## config.mk

```make
export PLATFORM = sky130hd
export DESIGN_NAME = endstop_capture
export DESIGN_NICKNAME = d
export VERILOG_FILES = /design/src/rtl/endstop_capture.sv
export SDC_FILE = /design/constraint.sdc
export NUM_CORES = 1
export LEC_CHECK = 0
export ABC_AREA = 1
export ABC_CLOCK_PERIOD_IN_PS = 2540
export BUFFER_PORTS_ARGS = -buffer_cell sky130_fd_sc_hd__buf_2
export CORE_MARGIN = 2
export CORE_UTILIZATION = 52
export DETAILED_ROUTE_END_ITERATION = 12
export PLACE_DENSITY = 0.79
export REMOVE_ABC_BUFFERS = 1
export SYNTH_ARGS = -nofsm -noshare
export SYNTH_HDL_FRONTEND = slang
export SYNTH_SLANG_ARGS = --single-unit
export TNS_END_PERCENT = 5
```

## constraint.sdc

```tcl
create_clock -name clk -period 2.54 [get_ports clk]
set_input_delay 0.127 -clock clk [delete_from_list [all_inputs] [get_ports clk]]
set_output_delay 0.127 -clock clk [all_outputs]
set_load 0.02 [all_outputs]
```

## src/rtl/endstop_capture.sv

```systemverilog
// Endstop capture stage: arms on host command, latches the trigger position from a locked
// debouncer, and owns its unlock pulse. Define ENDSTOP_CAPTURE_BOUNCE_STATS_EN for chatter stats.
module endstop_capture #(
    parameter int CNT_W   = 32,
    parameter int STRAY_W = 8
) (
    input  logic               clk,
    input  logic               reset,
    input  logic               arm,
    input  logic               abort,
    input  logic               ack,
    input  logic               trigger_level,
    input  logic [CNT_W-1:0]   timeout,
    input  logic               sig_out,
    input  logic               sig_changed,
    input  logic [31:0]        pos_out,
    input  logic [31:0]        pos_in,
`ifdef ENDSTOP_CAPTURE_BOUNCE_STATS_EN
    input  logic [7:0]         cycles,
`endif
    output logic               unlock,
    output logic               stop_req,
    output logic               busy,
    output logic               done,
    output logic               timed_out,
    output logic               pre_triggered,
    output logic [31:0]        captured_pos,
    output logic [STRAY_W-1:0] stray_events,
    output logic               irq,
    output logic [7:0]         bounce_cycles
);

    typedef enum logic [2:0] {
        S_IDLE,
        S_ARMING,
        S_ARMED,
        S_DONE,
        S_RELEASE
    } state_t;

    state_t             state_q;
    logic               unlock_q;
    logic               stop_req_q;
    logic               busy_q;
    logic               done_q;
    logic               timed_out_q;
    logic               pre_triggered_q;
    logic [31:0]        captured_pos_q;
    logic [STRAY_W-1:0] stray_q;
    logic               irq_q;
    logic [CNT_W-1:0]   wd_q;
`ifdef ENDSTOP_CAPTURE_BOUNCE_STATS_EN
    logic [7:0]         bounce_q;
    logic [7:0]         cycles_base_q;
`endif

    logic trig_match_d;
    logic wd_expire_d;
    logic stray_full_d;

    assign trig_match_d = (sig_out == trigger_level);
    // Expires on the ARMED cycle whose count is timeout-1, so timeout=1 fires on the first one.
    assign wd_expire_d  = (timeout != '0) && (wd_q == timeout - CNT_W'(1));
    assign stray_full_d = (stray_q == {STRAY_W{1'b1}});

    always_ff @(posedge clk or negedge reset) begin
        if (!reset) begin
            state_q         <= S_IDLE;
            unlock_q        <= 1'b0;
            stop_req_q      <= 1'b0;
            busy_q          <= 1'b0;
            done_q          <= 1'b0;
            timed_out_q     <= 1'b0;
            pre_triggered_q <= 1'b0;
            captured_pos_q  <= '0;
            stray_q         <= '0;
            irq_q           <= 1'b0;
            wd_q            <= '0;
`ifdef ENDSTOP_CAPTURE_BOUNCE_STATS_EN
            bounce_q        <= '0;
            cycles_base_q   <= '0;
`endif
        end else begin
            unlock_q <= 1'b0;
            irq_q    <= 1'b0;
            case (state_q)
                S_IDLE: begin
                    if (arm) begin
                        // Outputs of ARMING are registered on entry so unlock lands during ARMING.
                        state_q         <= S_ARMING;
                        busy_q          <= 1'b1;
                        unlock_q        <= 1'b1;
                        stray_q         <= '0;
                        wd_q            <= '0;
                        done_q          <= 1'b0;
                        timed_out_q     <= 1'b0;
                        pre_triggered_q <= 1'b0;
`ifdef ENDSTOP_CAPTURE_BOUNCE_STATS_EN
                        bounce_q        <= '0;
`endif
                    end else if (sig_changed) begin
                        unlock_q <= 1'b1;
                    end
                end
                S_ARMING: begin
                    if (abort) begin
                        state_q    <= S_RELEASE;
                        unlock_q   <= 1'b1;
                        stop_req_q <= 1'b0;
                        done_q     <= 1'b0;
                    end else if (trig_match_d) begin
                        state_q         <= S_DONE;
                        captured_pos_q  <= pos_in;
                        pre_triggered_q <= 1'b1;
                        stop_req_q      <= 1'b1;
                        done_q          <= 1'b1;
                        irq_q           <= 1'b1;
`ifdef ENDSTOP_CAPTURE_BOUNCE_STATS_EN
                        cycles_base_q   <= cycles;
`endif
                    end else begin
                        state_q <= S_ARMED;
                    end
                end
                S_ARMED: begin
                    wd_q <= wd_q + CNT_W'(1);
                    if (abort) begin
                        state_q    <= S_RELEASE;
                        unlock_q   <= 1'b1;
                        stop_req_q <= 1'b0;
                        done_q     <= 1'b0;
                    end else if (sig_changed && trig_match_d) begin
                        // Debouncer stays locked so pos_out remains the frozen trigger point.
                        state_q        <= S_DONE;
                        captured_pos_q <= pos_out;
                        stop_req_q     <= 1'b1;
                        done_q         <= 1'b1;
                        irq_q          <= 1'b1;
`ifdef ENDSTOP_CAPTURE_BOUNCE_STATS_EN
                        cycles_base_q  <= cycles;
`endif
                    end else if (sig_changed) begin
                        unlock_q <= 1'b1;
                        if (!stray_full_d) begin
                            stray_q <= stray_q + STRAY_W'(1);
                        end
                    end else if (wd_expire_d) begin
                        state_q        <= S_DONE;
                        timed_out_q    <= 1'b1;
                        captured_pos_q <= pos_in;
                        stop_req_q     <= 1'b1;
                        done_q         <= 1'b1;
                        irq_q          <= 1'b1;
                    end
                end
                S_DONE: begin
`ifdef ENDSTOP_CAPTURE_BOUNCE_STATS_EN
                    bounce_q <= cycles - cycles_base_q;
`endif
                    if (ack || abort) begin
                        state_q    <= S_RELEASE;
                        unlock_q   <= 1'b1;
                        stop_req_q <= 1'b0;
                        done_q     <= 1'b0;
                    end
                end
                S_RELEASE: begin
                    state_q <= S_IDLE;
                    busy_q  <= 1'b0;
                end
                default: begin
                    state_q <= S_IDLE;
                    busy_q  <= 1'b0;
                end
            endcase
        end
    end

    assign unlock        = unlock_q;
    assign stop_req      = stop_req_q;
    assign busy          = busy_q;
    assign done          = done_q;
    assign timed_out     = timed_out_q;
    assign pre_triggered = pre_triggered_q;
    assign captured_pos  = captured_pos_q;
    assign stray_events  = stray_q;
    assign irq           = irq_q;
`ifdef ENDSTOP_CAPTURE_BOUNCE_STATS_EN
    assign bounce_cycles = bounce_q;
`else
    assign bounce_cycles = '0;
`endif

endmodule

```

==> impl_metrics.env <==
export IMPL_status="finished, violations left"
export IMPL_violations="negative hold slack"
export IMPL_routed_via_density=5.17
export IMPL_netlist_instances=859
export IMPL_firstDrtPassIters=5
export IMPL_drt_wl_total_microns=16000
export IMPL_fin_worst_skew_ps=8.03
export IMPL_regToRegStartpoint="wd_q[0]"
export IMPL_dieArea_sq_um=12200
export IMPL_htreeDepth=3
export IMPL_synth_area_leader_cell="dfrtp_1"
export IMPL_min_path_type="in -> async"
export IMPL_finalSetupViolations=0
export IMPL_synth_edf_count=0
export IMPL_synth_cell_type_count=44
export IMPL_crit_path_start_kind="register"
export IMPL_clockRootBuffer="clkbuf_16"
export IMPL_cts_tree="built"
export IMPL_clk_latency_ps=340
export IMPL_hold_viol=43
export IMPL_regArea_sq_um=2050
export IMPL_postRouteAntennaNets=0
export IMPL_std_cell_rows=38
export IMPL_min_period_over_period=0.933
export IMPL_grt_overflow_total=0
export IMPL_power_internal_mw=3.29
export IMPL_place_gp_congestion=0.961
export IMPL_dp_cells=1144
export IMPL_vias=6004
export IMPL_gr_usage_all_layers=0.266
export IMPL_startpoint="wd_q[0]"
export IMPL_netlist_top_cells_count="nand2_1, nor2_1, inv_1"
export IMPL_drv_slew=0
export IMPL_path_class="reg -> reg"
export IMPL_grt_setup_unrepaired="yes"
export IMPL_wire_per_inst_microns=13.7
export IMPL_r2r_setup_slack_ps=170
export IMPL_drtIter0Drc=360
export IMPL_yosysTopAreaCellShare=0.348
export IMPL_p_leak_nw=3.70
export IMPL_clk_pin_slew_worst_paths_ps=60
export IMPL_grt_pass1_wl_microns=27000
export IMPL_ir_worst_vdd_v=0.000525
export IMPL_ys_seq_area_frac=0.348
export IMPL_fillers=1032
export IMPL_yosys_most_used_dff="dfrtp_1"
export IMPL_combPwrFrac=0.402
export IMPL_slew_limit_headroom=0.318
export IMPL_synth_seq_cells=82
export IMPL_multi_input_area_sq_um=3390
export IMPL_syn_avg_cell_area_sq_um=6.86
export IMPL_layout_setup_ws_ps=169
export IMPL_power_total_mw=5.46
export IMPL_place_ws_ps=1.05
export IMPL_crit_required_ps=2750
export IMPL_area_growth_syn_to_layout_pct=22.4
export IMPL_end_kind="register"
export IMPL_dp_hpwl_microns=12200
export IMPL_route_detailed_drc=0
export IMPL_pwr_share_seq=0.336
export IMPL_numCtsBuffers=9
export IMPL_reg2reg_depth=18
export IMPL_async_flop_share=1.00
export IMPL_ys_top_cells_by_area="dfrtp_1, nand2_1, nor2_1"
export IMPL_clock_sinks=82
export IMPL_max_cap_viol_count=0
export IMPL_initial_utilization=0.539
export IMPL_critPathArrivalTime_ps=2580
export IMPL_layout_drive_gt1_share=0.250
export IMPL_final_util=0.660
export IMPL_sw_frac_of_total=0.398
export IMPL_timing_hold_ws_ps=-30.1
export IMPL_instances_no_fill=1162
export IMPL_chipWidth_microns=110
export IMPL_io_pins=159
export IMPL_critPathMaxFanout=3
export IMPL_grt_pass1_vias=6010
export IMPL_netlist_area_sq_um=5890
export IMPL_portBuffers=150
export IMPL_die_h_microns=110
export IMPL_power_density_nw_per_um2=757
export IMPL_clockPowerShare=0.262
export IMPL_synth_most_common_cell="nand2_1"
export IMPL_ys_warn_count=0
export IMPL_p_sw_mw=2.17
export IMPL_max_freq_mhz=422
export IMPL_grt_max_degree=83
export IMPL_cts_hold_buffers=0
export IMPL_final_nets=1124
export IMPL_worstReg2RegEnd="wd_q[26]"
export IMPL_min_period_ps=2370
export IMPL_tightest_slew_ps=1020
export IMPL_max_clock_path_buffers=2
export IMPL_grt_antenna_before_repair=1
export IMPL_core_sq_um=10900
stage by stage:
| step | cell area [sq um] | TNS (ps) |
|---|---|---|
| floorplan | 5750 | 0 |
| CTS | 7140 | 0 |
| detailed placement | 6810 | 0 |
| global placement | 6810 | 0 |
| finish | 7210 | 0 |
| global route | 7210 | -111 |
routing by layer:
layer	track usage	up-vias	wire length, microns
met4	0.0983	0	417
li1	-	3053	-
met2	0.448	210	7500
met5	0	-	0
met1	0.339	2716	7020
met3	0.0543	25	1040
power by group through the flow:
stage                     registers, mW  clock network, mW  logic (mW)
after floorplan                    2.19                  0       0.975
after global placement             1.84                  0        2.13
after detailed placement           1.84                  0        2.19
after CTS                          1.83               1.44        2.19
after global routing               1.88               1.50        2.45
final                              1.84               1.43        2.20
cells by family (layout without fill, tap and decap cells):
group	Yosys count	after routing	share of synthesized area
fa+ha+maj	4	4	0.00849
buf+inv	127	282	0.0928
mux	39	39	0.0730
flops	82	82	0.348
xor+xnor	23	23	0.0367
compound gates	71	71	0.0673
simple gates	512	512	0.373
other cells	1	9	0.000636
worst max-delay path, cell delays in order (launching register included):
cell	delay (ps)
dfrtp_1	360
ha_2	200
nand3_2	120
nor2_4	150
nand2_2	80
inv_2	70
nand3_2	90
nor2_2	130
nand2_1	60
inv_1	70
nand2_1	70
nor2_2	120
nand2_1	90
nor2_2	110
nand2_1	90
nor2_2	150
nand2_2	90
nor2_4	130
a22oi_1	70
worst max path at each step:
stage | to | cells after the start
after detailed placement | captured_pos[8] | 19
final | wd_q[26] | 18
after floorplan | captured_pos[0] | 8
after global routing | wd_q[20] | 18
after global placement | captured_pos[7] | 18
after CTS | wd_q[26] | 18
registers in the layout, indices dropped and copies added, names as in the netlist:
name	count
busy	1
wd_q	32
state_q	3
done	1
unlock	1
stop_req	1
irq	1
pre_triggered	1
stray_events	8
timed_out	1
captured_pos	32
repair_timing:
action / 4_1_cts / 5_1_grt
setup buffers: 0 / 1
endpoints found under the setup margin: 0 / 38
gates resized for setup: 0 / 19
cells in the final DEF (no fill, tap or decap), types with 8 or more instances in the layout:
master and instances:
nor2_1 126, buf_4 17, nor3_1 9, mux2_2 32
clkbuf_16 9, nor2_2 10, nand2_1 250, o21ai_0 32
inv_1 93, conb_1 8, nand2_2 9, dfrtp_1 82
buf_2 149, nand3_1 64, xor2_1 14, nand4_1 17
a21oi_1 18, xnor2_1 8
final cells by class:
type                       instances  area share
antenna                            1    0.000347
clock buffer                      12      0.0356
clock inverter                     4      0.0102
inverter                          99      0.0515
multi-input combinational        657       0.470
sequential                        82       0.284
tap                              140      0.0243
timing repair buffer             167       0.124
Note: power is estimated with default switching activity, not from simulation.
